<file path="config.mk">
export PLATFORM = sky130hd
export DESIGN_NAME = output_buffer_flat
export DESIGN_NICKNAME = d
export VERILOG_FILES = /design/src/rtl/output_buffer_if.sv /design/src/rtl/output_buffer.sv /design/src/flat_wrapper.sv
export SDC_FILE = /design/constraint.sdc
export NUM_CORES = 1
export LEC_CHECK = 0
export CAP_MARGIN = 20
export CORE_MARGIN = 5
export CORE_UTILIZATION = 28
export DETAILED_ROUTE_END_ITERATION = 10
export PLACE_DENSITY_LB_ADDON = 0.25
export SLEW_MARGIN = 10
export SYNTH_ARGS = -nofsm -noshare
export SYNTH_HDL_FRONTEND = slang
export SYNTH_SLANG_ARGS = --single-unit
export TNS_END_PERCENT = 10
</file>
<file path="constraint.sdc">
create_clock -name clk -period 4.9 [get_ports clk]
set_clock_uncertainty 0.05 [all_clocks]
set_input_delay 0.735 -clock clk [delete_from_list [all_inputs] [get_ports clk]]
set_output_delay 0.735 -clock clk [all_outputs]
set_load 0.01 [all_outputs]
</file>
<file path="src/rtl/output_buffer_if.sv">
// rtl/output_buffer_if.sv - collect/drain handshake bundle between PE array, host and output buffer
interface output_buffer_if #(
  parameter int DATA_WIDTH = 32,
  parameter int DEPTH      = 16
);
  localparam int CW = $clog2(DEPTH) + 1;

  logic                  output_buffer_enable;
  logic                  pe_result_valid;
  logic [DATA_WIDTH-1:0] pe_result_data;
  logic                  rd_en;
  logic [DATA_WIDTH-1:0] rd_data;
  logic                  rd_valid;
  logic                  full;
  logic                  empty;
  logic [CW-1:0]         count;
  logic                  overflow;
  logic                  frame_done;

  // Control unit / PE array / host side
  modport master (
    output output_buffer_enable, pe_result_valid, pe_result_data, rd_en,
    input  rd_data, rd_valid, full, empty, count, overflow, frame_done
  );

  // Buffer side
  modport slave (
    input  output_buffer_enable, pe_result_valid, pe_result_data, rd_en,
    output rd_data, rd_valid, full, empty, count, overflow, frame_done
  );
endinterface

</file>
<file path="src/rtl/output_buffer.sv">
// rtl/output_buffer.sv - PE-array result FIFO with IDLE/COLLECT/DRAIN framing; OUTPUT_BUFFER_RELU_EN stores negative words as zero
module output_buffer #(
  parameter int DATA_WIDTH = 32,
  parameter int DEPTH      = 16
) (
  input  logic             clk,
  input  logic             reset_n,
  output_buffer_if.slave   bus
);
  localparam int AW = $clog2(DEPTH);
  localparam int CW = AW + 1;
  localparam logic [CW-1:0] FULL_CNT = CW'(DEPTH);

  typedef enum logic [1:0] {
    IDLE    = 2'd0,
    COLLECT = 2'd1,
    DRAIN   = 2'd2
  } state_t;

  state_t                r_state;
  state_t                w_state_next;
  logic                  w_frame_done_next;

  logic [DATA_WIDTH-1:0] r_mem [DEPTH];
  logic [AW-1:0]         r_wr_ptr;
  logic [AW-1:0]         r_rd_ptr;
  logic [CW-1:0]         r_count;
  logic                  r_full;
  logic                  r_empty;
  logic [DATA_WIDTH-1:0] r_rd_data;
  logic                  r_rd_valid;
  logic                  r_overflow;
  logic                  r_frame_done;

  logic                  w_in_collect;
  logic                  w_wr_ok;
  logic                  w_wr_drop;
  logic                  w_rd_ok;
  logic [CW-1:0]         w_count_next;
  logic [DATA_WIDTH-1:0] w_wr_word;

  // A full FIFO drops the incoming word even if a read frees a slot on the same edge
  assign w_in_collect = (r_state == COLLECT);
  assign w_wr_ok      = w_in_collect && bus.pe_result_valid && !r_full;
  assign w_wr_drop    = w_in_collect && bus.pe_result_valid &&  r_full;
  assign w_rd_ok      = bus.rd_en && !r_empty;
  assign w_count_next = r_count + CW'(w_wr_ok) - CW'(w_rd_ok);

`ifdef OUTPUT_BUFFER_RELU_EN
  assign w_wr_word = bus.pe_result_data[DATA_WIDTH-1] ? '0 : bus.pe_result_data;
`else
  assign w_wr_word = bus.pe_result_data;
`endif

  // State register and frame_done pulse
  always_ff @(posedge clk or negedge reset_n) begin
    if (!reset_n) begin
      r_state      <= IDLE;
      r_frame_done <= 1'b0;
    end else begin
      r_state      <= w_state_next;
      r_frame_done <= w_frame_done_next;
    end
  end

  // Next-state logic; re-enable during drain wins over reaching empty
  always_comb begin
    w_state_next      = r_state;
    w_frame_done_next = 1'b0;
    case (r_state)
      IDLE: begin
        if (bus.output_buffer_enable) w_state_next = COLLECT;
      end
      COLLECT: begin
        if (!bus.output_buffer_enable) w_state_next = DRAIN;
      end
      DRAIN: begin
        if (bus.output_buffer_enable) begin
          w_state_next = COLLECT;
        end else if (w_count_next == '0) begin
          w_state_next      = IDLE;
          w_frame_done_next = 1'b1;
        end
      end
      default: w_state_next = IDLE;
    endcase
  end

  // Storage array; contents are don't-care until written, so no reset
  always_ff @(posedge clk) begin
    if (w_wr_ok) r_mem[r_wr_ptr] <= w_wr_word;
  end

  // Pointers, occupancy and registered flags, all updated on the same edge
  always_ff @(posedge clk or negedge reset_n) begin
    if (!reset_n) begin
      r_wr_ptr <= '0;
      r_rd_ptr <= '0;
      r_count  <= '0;
      r_full   <= 1'b0;
      r_empty  <= 1'b1;
    end else begin
      if (w_wr_ok) r_wr_ptr <= r_wr_ptr + 1'b1;
      if (w_rd_ok) r_rd_ptr <= r_rd_ptr + 1'b1;
      r_count <= w_count_next;
      r_full  <= (w_count_next == FULL_CNT);
      r_empty <= (w_count_next == '0);
    end
  end

  // Registered read port; rd_data holds its last value between reads
  always_ff @(posedge clk or negedge reset_n) begin
    if (!reset_n) begin
      r_rd_data  <= '0;
      r_rd_valid <= 1'b0;
    end else begin
      r_rd_valid <= w_rd_ok;
      if (w_rd_ok) r_rd_data <= r_mem[r_rd_ptr];
    end
  end

  // Sticky overflow flag, cleared only by reset
  always_ff @(posedge clk or negedge reset_n) begin
    if (!reset_n) begin
      r_overflow <= 1'b0;
    end else if (w_wr_drop) begin
      r_overflow <= 1'b1;
    end
  end

  assign bus.rd_data    = r_rd_data;
  assign bus.rd_valid   = r_rd_valid;
  assign bus.full       = r_full;
  assign bus.empty      = r_empty;
  assign bus.count      = r_count;
  assign bus.overflow   = r_overflow;
  assign bus.frame_done = r_frame_done;
endmodule

</file>
<file path="src/flat_wrapper.sv">
// flat-port wrapper written by rule: the top's interface ports become plain ports
module output_buffer_flat 
#(
  parameter int DATA_WIDTH = 32,
  parameter int DEPTH      = 16
)
  (clk, reset_n, bus_output_buffer_enable, bus_pe_result_valid, bus_pe_result_data, bus_rd_en, bus_rd_data, bus_rd_valid, bus_full, bus_empty, bus_count, bus_overflow, bus_frame_done);
  output_buffer_if #(.DATA_WIDTH(DATA_WIDTH), .DEPTH(DEPTH)) bus_i ();
  input  logic clk;
  input  logic reset_n;
  input wire logic [$bits(bus_i.output_buffer_enable)-1:0] bus_output_buffer_enable;
  input wire logic [$bits(bus_i.pe_result_valid)-1:0] bus_pe_result_valid;
  input wire logic [$bits(bus_i.pe_result_data)-1:0] bus_pe_result_data;
  input wire logic [$bits(bus_i.rd_en)-1:0] bus_rd_en;
  output wire logic [$bits(bus_i.rd_data)-1:0] bus_rd_data;
  output wire logic [$bits(bus_i.rd_valid)-1:0] bus_rd_valid;
  output wire logic [$bits(bus_i.full)-1:0] bus_full;
  output wire logic [$bits(bus_i.empty)-1:0] bus_empty;
  output wire logic [$bits(bus_i.count)-1:0] bus_count;
  output wire logic [$bits(bus_i.overflow)-1:0] bus_overflow;
  output wire logic [$bits(bus_i.frame_done)-1:0] bus_frame_done;
  assign bus_i.output_buffer_enable = bus_output_buffer_enable;
  assign bus_i.pe_result_valid = bus_pe_result_valid;
  assign bus_i.pe_result_data = bus_pe_result_data;
  assign bus_i.rd_en = bus_rd_en;
  assign bus_rd_data = bus_i.rd_data;
  assign bus_rd_valid = bus_i.rd_valid;
  assign bus_full = bus_i.full;
  assign bus_empty = bus_i.empty;
  assign bus_count = bus_i.count;
  assign bus_overflow = bus_i.overflow;
  assign bus_frame_done = bus_i.frame_done;
  output_buffer #(.DATA_WIDTH(DATA_WIDTH), .DEPTH(DEPTH)) u_core (.clk(clk), .reset_n(reset_n), .bus(bus_i));
endmodule
</file>
# After elaboration in Yosys (flattened, before gate mapping)
# Memories as Yosys holds them, arrays and structs flattened. A register that Yosys moved wholly into a read port is not among the register bits.
# Cells that the tools add are included.
# word_totals
register_bits	20
latchBits	0
ramBits	512
romBits	0
input_bits	37
output_inout_bits	42
word_cells	40
memories	1
# memory_table
name	depth	width	rd	rd_ports_with_merged_regs	wr	line_no	source
u_core.r_mem	16	32	1	1	1	output_buffer.sv:24	logic [DATA_WIDTH-1:0] r_mem [DEPTH];
# op_classes
n_addsub	4
n_mul	0
div_mod_pow	0
magnitude_cmp	0
n_eq_ne	6
shifts	0
muxes	10
bitwise	0
n_reduce_logical	10
# op_table
cell	n
$add 4x1->4 const B	2
$mux 2	4
$pmux 2 s3	1
$add 5x1->5	1
$eq 5x5->1 const B	1
$logic_not 5->1	1
$mux 1	5
$sub 5x1->5	1
$logic_and 1x1->1	4
$ne 2x2->1 const B	2
$logic_not 1->1	3
$ne 3x2->1 const B	1
$reduce_and 3->1	1
$eq 2x1->1 const B	1
$eq 2x2->1 const B	1
$logic_not 2->1	1

# Depth between registers and ports, before layout
# Gate-level depths: netlist (run 1).
# logic_depth
word_depth	9
depth_mapped	12
depth_no_buf	12

# Worst setup path after synthesis (run 1)
# No wires, ideal clock.
# synth_timing
path_type	input to register
start	input port bus_pe_result_valid
end	memory u_core.r_mem[3][0] (enable)
setup_ps	461
arrival_time_ps	3522
required_time_ps	4389
slack_ps	867
path_stages	4
n_path_buf	1
cell_sequence	nor4bb_1 -> buf_2 -> nand2_1 -> nor3_1
# synth_between
elab_chain_cells	4
# synth_lines
item	line_no	source
from (decl)	flat_wrapper.sv:12	input wire logic [$bits(bus_i.pe_result_valid)-1:0] bus_pe_result_valid;
$logic_and 1x1->1 (2 in a row)	output_buffer.sv:44	assign w_wr_ok = w_in_collect && bus.pe_result_valid && !r_full;
named net u_core.w_wr_ok	output_buffer.sv:36	logic w_wr_ok;
$mux 1	output_buffer.sv:91	if (w_wr_ok) r_mem[r_wr_ptr] <= w_wr_word;
$mux 1 (not written as such)	output_buffer.sv:91	
to (decl)	output_buffer.sv:24	
# The timed path passes the listed nets, and every way through them passes these cells.

# Final worst setup path (run 1)
# layout_timing
start	input port bus_pe_result_valid
end	memory u_core.r_mem[7][7] (enable)
# layout_between
elab_chain_cells	4
# layout_lines
item	line_no
$logic_and 1x1->1 (2 in a row)	output_buffer.sv:44
$mux 1	output_buffer.sv:91
$mux 1 (not written as such)	output_buffer.sv:91
# Every way passes these cells.

==> results of run 1 <==
-- layout by cell type (no fill, tap or decap), drive strengths merged, types with 3 or more instances in the layout --
master	synthesis	layout
nor2	16	16
a32oi	32	32
a211oi	32	32
nor2b	33	33
nand4	11	11
a221oi	32	32
nand2	96	96
a22oi	32	32
nor3	4	4
a21oi	23	23
edfxtp	512	512
xnor2	9	9
dfrtp	51	51
o21ai	24	24
buf	54	37
ha	10	10
nand2b	6	6
clkdlybuf4s50	0	77
inv	12	13
and2b	3	3
and2	3	3
mux2i	224	224
clkinv	0	14
nand3	23	23
clkbuf	21	93
bufinv	0	3
-- per-stage QoR --
step                std cells  total power [mW]  setup WS (ps)
floorplan                1275             8.957          866.7
finish                   2476             14.65           1949
detailed placement       2363             10.40           1324
global route             2476             15.43           1797
global placement         2360             10.37           1379
CTS                      2475             14.89           1972
-- registers in the layout, summed over array words and instances (netlist names) --
signal and cells:
u_core.bus.overflow 1, u_core.bus.empty 1, u_core.r_wr_ptr 4, u_core.r_mem 512
u_core.bus.frame_done 1, u_core.r_state 2, u_core.bus.rd_valid 1, u_core.bus.rd_data 32
u_core.bus.full 1, u_core.r_rd_ptr 4, u_core.bus.count 5
-- routing by layer --
metal	wire length, µm	up-vias
met5	0	-
met4	880	0
met3	1967	66
met2	26960	211
met1	23340	5832
li1	-	5212
-- logic make-up (layout without fill, tap and decap cells) --
kind of cell               Yosys count  after routing  synth area share [%]
adders and majority gates           11             11                0.6517
muxes                              225            225                 10.12
buffers and inverters               87            238                 2.742
xor gates and xnor gates            10             10                0.3933
AOI/OAI and AO/OA                  179            179                 6.905
and+or+nand+nor                    199            199                 4.309
DFF                                564            564                 74.88
-- power by group through the flow --
stage          registers, mW  logic (mW)  clock network [mW]
6_report                6.02        4.17                4.46
3_5_place_dp            6.13        4.27                   0
2_1_floorplan           5.99        2.97                   0
5_1_grt                 6.07        4.56                4.80
3_3_place_gp            6.13        4.24                   0
4_1_cts                 6.03        4.28                4.58
-- area by class of cell --
type                    count  area [µm²]
multi-input cells         624        5117
clock buffers              93        1795
repair buffers            114        1164
fillers                  7545       52570
inverters                  12       45.04
well taps                1050        1314
flip-flops and latches    564       16680
clock inverters            19       183.9
-- how the worst max path moves through the flow --
stage	end	depth (start not counted)
after global routing	u_core.r_mem[7][7]$_DFFE_PP_	6
after floorplan	u_core.r_mem[3][0]$_DFFE_PP_	4
after detailed placement	u_core.r_mem[7][6]$_DFFE_PP_	6
after CTS	u_core.r_mem[7][7]$_DFFE_PP_	6
final	u_core.r_mem[7][7]$_DFFE_PP_	6
after global placement	u_core.r_mem[7][18]$_DFFE_PP_	6
-- worst max-delay path, stage by stage --
cell	delay, ps
clkdlybuf4s50_1	480
nor4bb_1	340
buf_4	240
nand2_1	250
nor2_4	810
buf_4	330
==> run metrics, run 1 <==
leakage power 8.713 nW; overall die width 292.0 µm; Syn Area/Cell 17.47 µm²; Crit. End Element flip-flop; critical path arrival 3210 ps; Yosys warning total 0; Root Driver clkbuf_16; drt wl/cell 21.47 µm; Starting Density 28.24%; routability cong. 0.7211; share of cells above drive strength 1 13.96%; IO buf count 78; top post-synthesis cells by area edfxtp_1 (69%), mux2i_1 (10%), dfrtp_1 (5.7%), nand2_1 (1.6%), a211oi_2 (1.3%); FP Rows 103; final setup TNS 0 ps; design area 26300 µm²; via count 11.32k; Setup CP Type input port to flip-flop; Final Cycle Share 60.23%; post-synth top area share 69.03%; Final Net Count 1423; Max Cap Viol 0; r2r endpoint u_core.r_mem[7][7]$_DFFE_PP_; CTS tree done; GRT Util Overall 12.22%; HPWL after detailed placement 31090 µm; Clock power frac 30.4%; pin count of the biggest net entering global routing 66; commonest cells in the netlist edfxtp_1 (512), mux2i_1 (224), nand2_1 (96); synthesis-to-layout area growth 18.09%; DRT Wirelength 53150 µm; cells on worst reg2reg path 5; total CTS buffers 59; Post-CTS Resized 0; synth unique cells 46; final count of hold timing violations 0; dpl cell area 24310 µm²; RR Startpoint u_core.r_state[1]$_DFFE_PN0P_; minimum clock period 2951 ps; GRT met1 Usage 15.99%; Peak Freq 338.8 MHz; # hold bufs at CTS 0; CTS H-tree depth 2; internal power 10.01 mW; clock transition at the registers of the reported paths 60 ps; CP Launch Point bus_pe_result_valid; Clock Sinks 564; Hold Slack 210.4 ps; relative slew slack 30.84%; Post-Syn Instances 1275; synthesized area 22270 µm²; Pre-Repair DR Iteration Count 5; DIE AREA 85280 µm²; highest fanout seen on the critical path 23; reg2reg setup slack 2150 ps; Seq/Total Area, Yosys 74.88%; Post CTS Setup Buffer Count 0; status completed; Sequential Power Share 41.1%; Die Span Y 292.0 µm; Iter 0 DRT Violations 777; FFs w/ async S/R, synth 9.220%; endpoints failing setup 0; first-pass GRT wire length 79650 µm; Mapped Nets 1323; DRC 0; vias in the first global route 11.94k; final max-slew violation count 0; initial antenna violation count 0; pwr dens 556.9 nW/µm²; vias per cell 4.572; met3 Usage GRT 2.038%; Combinational Power Share 28.5%; clock buffer depth 3; Net Switching 4.634 mW; final core occ 33.35%; post-synth top area cell edfxtp_1; gr busiest metal met2; Worst Tran Pin Value 1037 ps; Synth Flop Type edfxtp_1; # diodes 0; core area 78870 µm²; Clock Latency Late Sink 610 ps; Data required, critical path 5160 ps; I/O pin count 79; count leader, synth edfxtp_1; CP startpoint kind input port; grt ovf 0; Yosys reg bits 564; Max VDD drop 0.2749 mV; Post-synth EDFFs 512; met2 Use GR 21.29%; Sw Share 31.64%; RSZ-0062 raised after global routing false; Routed Antenna Nets 0; hold crit path type input port to asynchronous set/reset pin
Note: power is estimated with default switching activity, not from simulation.
==> run 2, diff against run 1 <==
==> constraint.sdc (replaced) <==
create_clock -name clk -period 2.8 [get_ports clk]
set_clock_uncertainty 0.05 [all_clocks]
set_input_delay 0.42 -clock clk [delete_from_list [all_inputs] [get_ports clk]]
set_output_delay 0.42 -clock clk [all_outputs]
set_load 0.01 [all_outputs]
==> run 2 against run 1 <==
Effect of this change:
- cell count is 1.3% higher
- global-route usage is 0.31 points higher
- final area is 1.8% higher
- via count is 1.6% higher
- largest cell class unchanged
- highest routed layer unchanged
==> run metrics, run 2 (same netlist as run 1, synthesis figures left out) <==
most common cell after layout, fill and taps aside edfxtp_1; Final Net Count 1455; CP startpoint kind flip-flop; Peak Freq 389.2 MHz; RSZ-0062 raised after global routing false; endpoints failing setup 0; Worst Tran Pin Value 1041 ps; routability cong. 0.7287; relative slew slack 30.57%; I/O pin count 79; status completed; # hold bufs at CTS 1; clock buffer depth 3; Max Cap Viol 0; pin count of the biggest net entering global routing 65; total CTS buffers 59; Largest Register u_core.r_mem; Hold Slack 305.4 ps; DRT Wirelength 54810 µm; leakage power 8.912 nW; Post-CTS Resized 0; Setup CP Type flip-flop to flip-flop; final max-slew violation count 0; reg2reg setup slack 230 ps; core area 78870 µm²; Post CTS Setup Buffer Count 0; most frequent cells in the layout edfxtp_1 (512), mux2i_1 (224), nand2_1 (96), clkdlybuf4s50_1 (77), clkbuf_16 (61); Die Span Y 292.0 µm; via count 11.50k; vias in the first global route 11.77k; vias per cell 4.587; Iter 0 DRT Violations 754; GRT Util Overall 12.54%; Pre-Repair DR Iteration Count 5; clock transition at the registers of the reported paths 60 ps; Root Driver clkbuf_16; first-pass GRT wire length 81170 µm; initial antenna violation count 0; FP Rows 103; synthesis-to-layout area growth 20.19%; cells on worst reg2reg path 12; share of cells above drive strength 1 15.92%; Clock Latency Late Sink 600 ps; Starting Density 28.24%; hold crit path type input port to asynchronous set/reset pin; final count of hold timing violations 0; CTS H-tree depth 2; pwr dens 973.2 nW/µm²; DIE AREA 85280 µm²; r2r endpoint u_core.r_state[1]$_DFFE_PN0P_; DRC 0; IO buf count 78; Crit. End Element flip-flop; CTS tree done; Clock Sinks 564; critical path arrival 3000 ps; Largest register FFs 512; grt ovf 0; Max VDD drop 0.5463 mV; HPWL after detailed placement 31670 µm; final core occ 33.94%; Routed Antenna Nets 0; minimum clock period 2570 ps; drt wl/cell 21.86 µm; overall die width 292.0 µm; # diodes 0; Final Cycle Share 91.77%; RR Startpoint u_core.bus.empty$_DFF_PN1_; highest fanout seen on the critical path 2; Data required, critical path 3230 ps
[run 2: changes by cell type in the layout (fill, tap and decap cells not counted), moves of 2 or more]
cell	change
buf_16	-2
clkinv_1	+7
buf_4	+10
clkinvlp_4	+5
clkbuf_1	-10
clkbuf_8	-15
bufinv_16	+3
clkinv_4	+3
buf_12	+23
clkinv_2	+7
[run 2: through the flow]
stage | cell area (µm²) | TNS (ps) | std cells | setup WS, ps | total power [mW]
after global routing | 26770 | 0 | 2507 | 92.80 | 27.40
final | 26770 | 0 | 2507 | 230.3 | 26.05
after global placement | 24810 | -288.7 | 2395 | -103.1 | 18.59
after floorplan | 22280 | -91300 | 1275 | -885.2 | 15.68
after CTS | 26770 | 0 | 2507 | 207.5 | 26.50
after detailed placement | 24810 | -115.8 | 2395 | -75.82 | 18.62
[run 2: routing by layer]
metal / GRT usage, % / vias to the layer above / wire [µm]
met3: 1.886 / 72 / 1511
met2: 21.68 / 158 / 27820
met4: 2.875 / 0 / 997
met5: 0 / - / 0
li1: - / 5280 / -
met1: 16.76 / 5989 / 24480
[run 2: worst max path at each step]
stage	startpoint	endpoint	slack [ps]	cells after the start
after floorplan	bus_pe_result_valid	u_core.r_mem[0][0]$_DFFE_PP_	-890	4
after global placement	bus_pe_result_valid	u_core.r_state[1]$_DFFE_PN0P_	-100	11
after detailed placement	bus_pe_result_valid	u_core.r_state[1]$_DFFE_PN0P_	-80	11
after CTS	u_core.bus.empty$_DFF_PN1_	u_core.r_state[1]$_DFFE_PN0P_	210	12
after global routing	u_core.bus.empty$_DFF_PN1_	u_core.r_state[1]$_DFFE_PN0P_	90	12
final	u_core.bus.empty$_DFF_PN1_	u_core.r_state[1]$_DFFE_PN0P_	230	12
[run 2: report_power, final]
group | leakage, nW | internal, mW | switching, mW | total [mW]
logic | 2.73 | 3.22 | 4.65 | 7.88
registers | 5.23 | 9.90 | 0.478 | 10.4
clock network | 0.953 | 4.57 | 3.22 | 7.79
total | 8.91 | 17.7 | 8.35 | 26.0
[run 2: worst max-delay path, stage by stage (launching register included)]
cell,delay [ps]
dfstp_2,530
nand2b_4,120
inv_2,40
ha_1,260
inv_1,60
ha_1,160
inv_1,60
fa_1,420
nor2b_1,130
o21ai_1,70
nand2b_1,110
mux2_2,350
o311ai_1,100
[run 2: layout make-up]
class,instances,area [µm²]
clock buffer,69,1577
multi-input combinational,624,5122
tap,1050,1314
sequential,564,16680
fill,7517,52100
clock inverter,42,374.1
inverter,12,45.04
timing repair buffer,146,1654
==> run 3, diff against run 2 <==
--- a/config.mk
+++ b/config.mk
@@ -10,7 +10,7 @@
 export CORE_UTILIZATION = 28
 export DETAILED_ROUTE_END_ITERATION = 10
 export PLACE_DENSITY_LB_ADDON = 0.25
-export SLEW_MARGIN = 10
+export SLEW_MARGIN = 0
 export SYNTH_ARGS = -nofsm -noshare
 export SYNTH_HDL_FRONTEND = slang
 export SYNTH_SLANG_ARGS = --single-unit
==> results of run 3 <==
Final layout, timing and power as in run 2 (identical DEF).
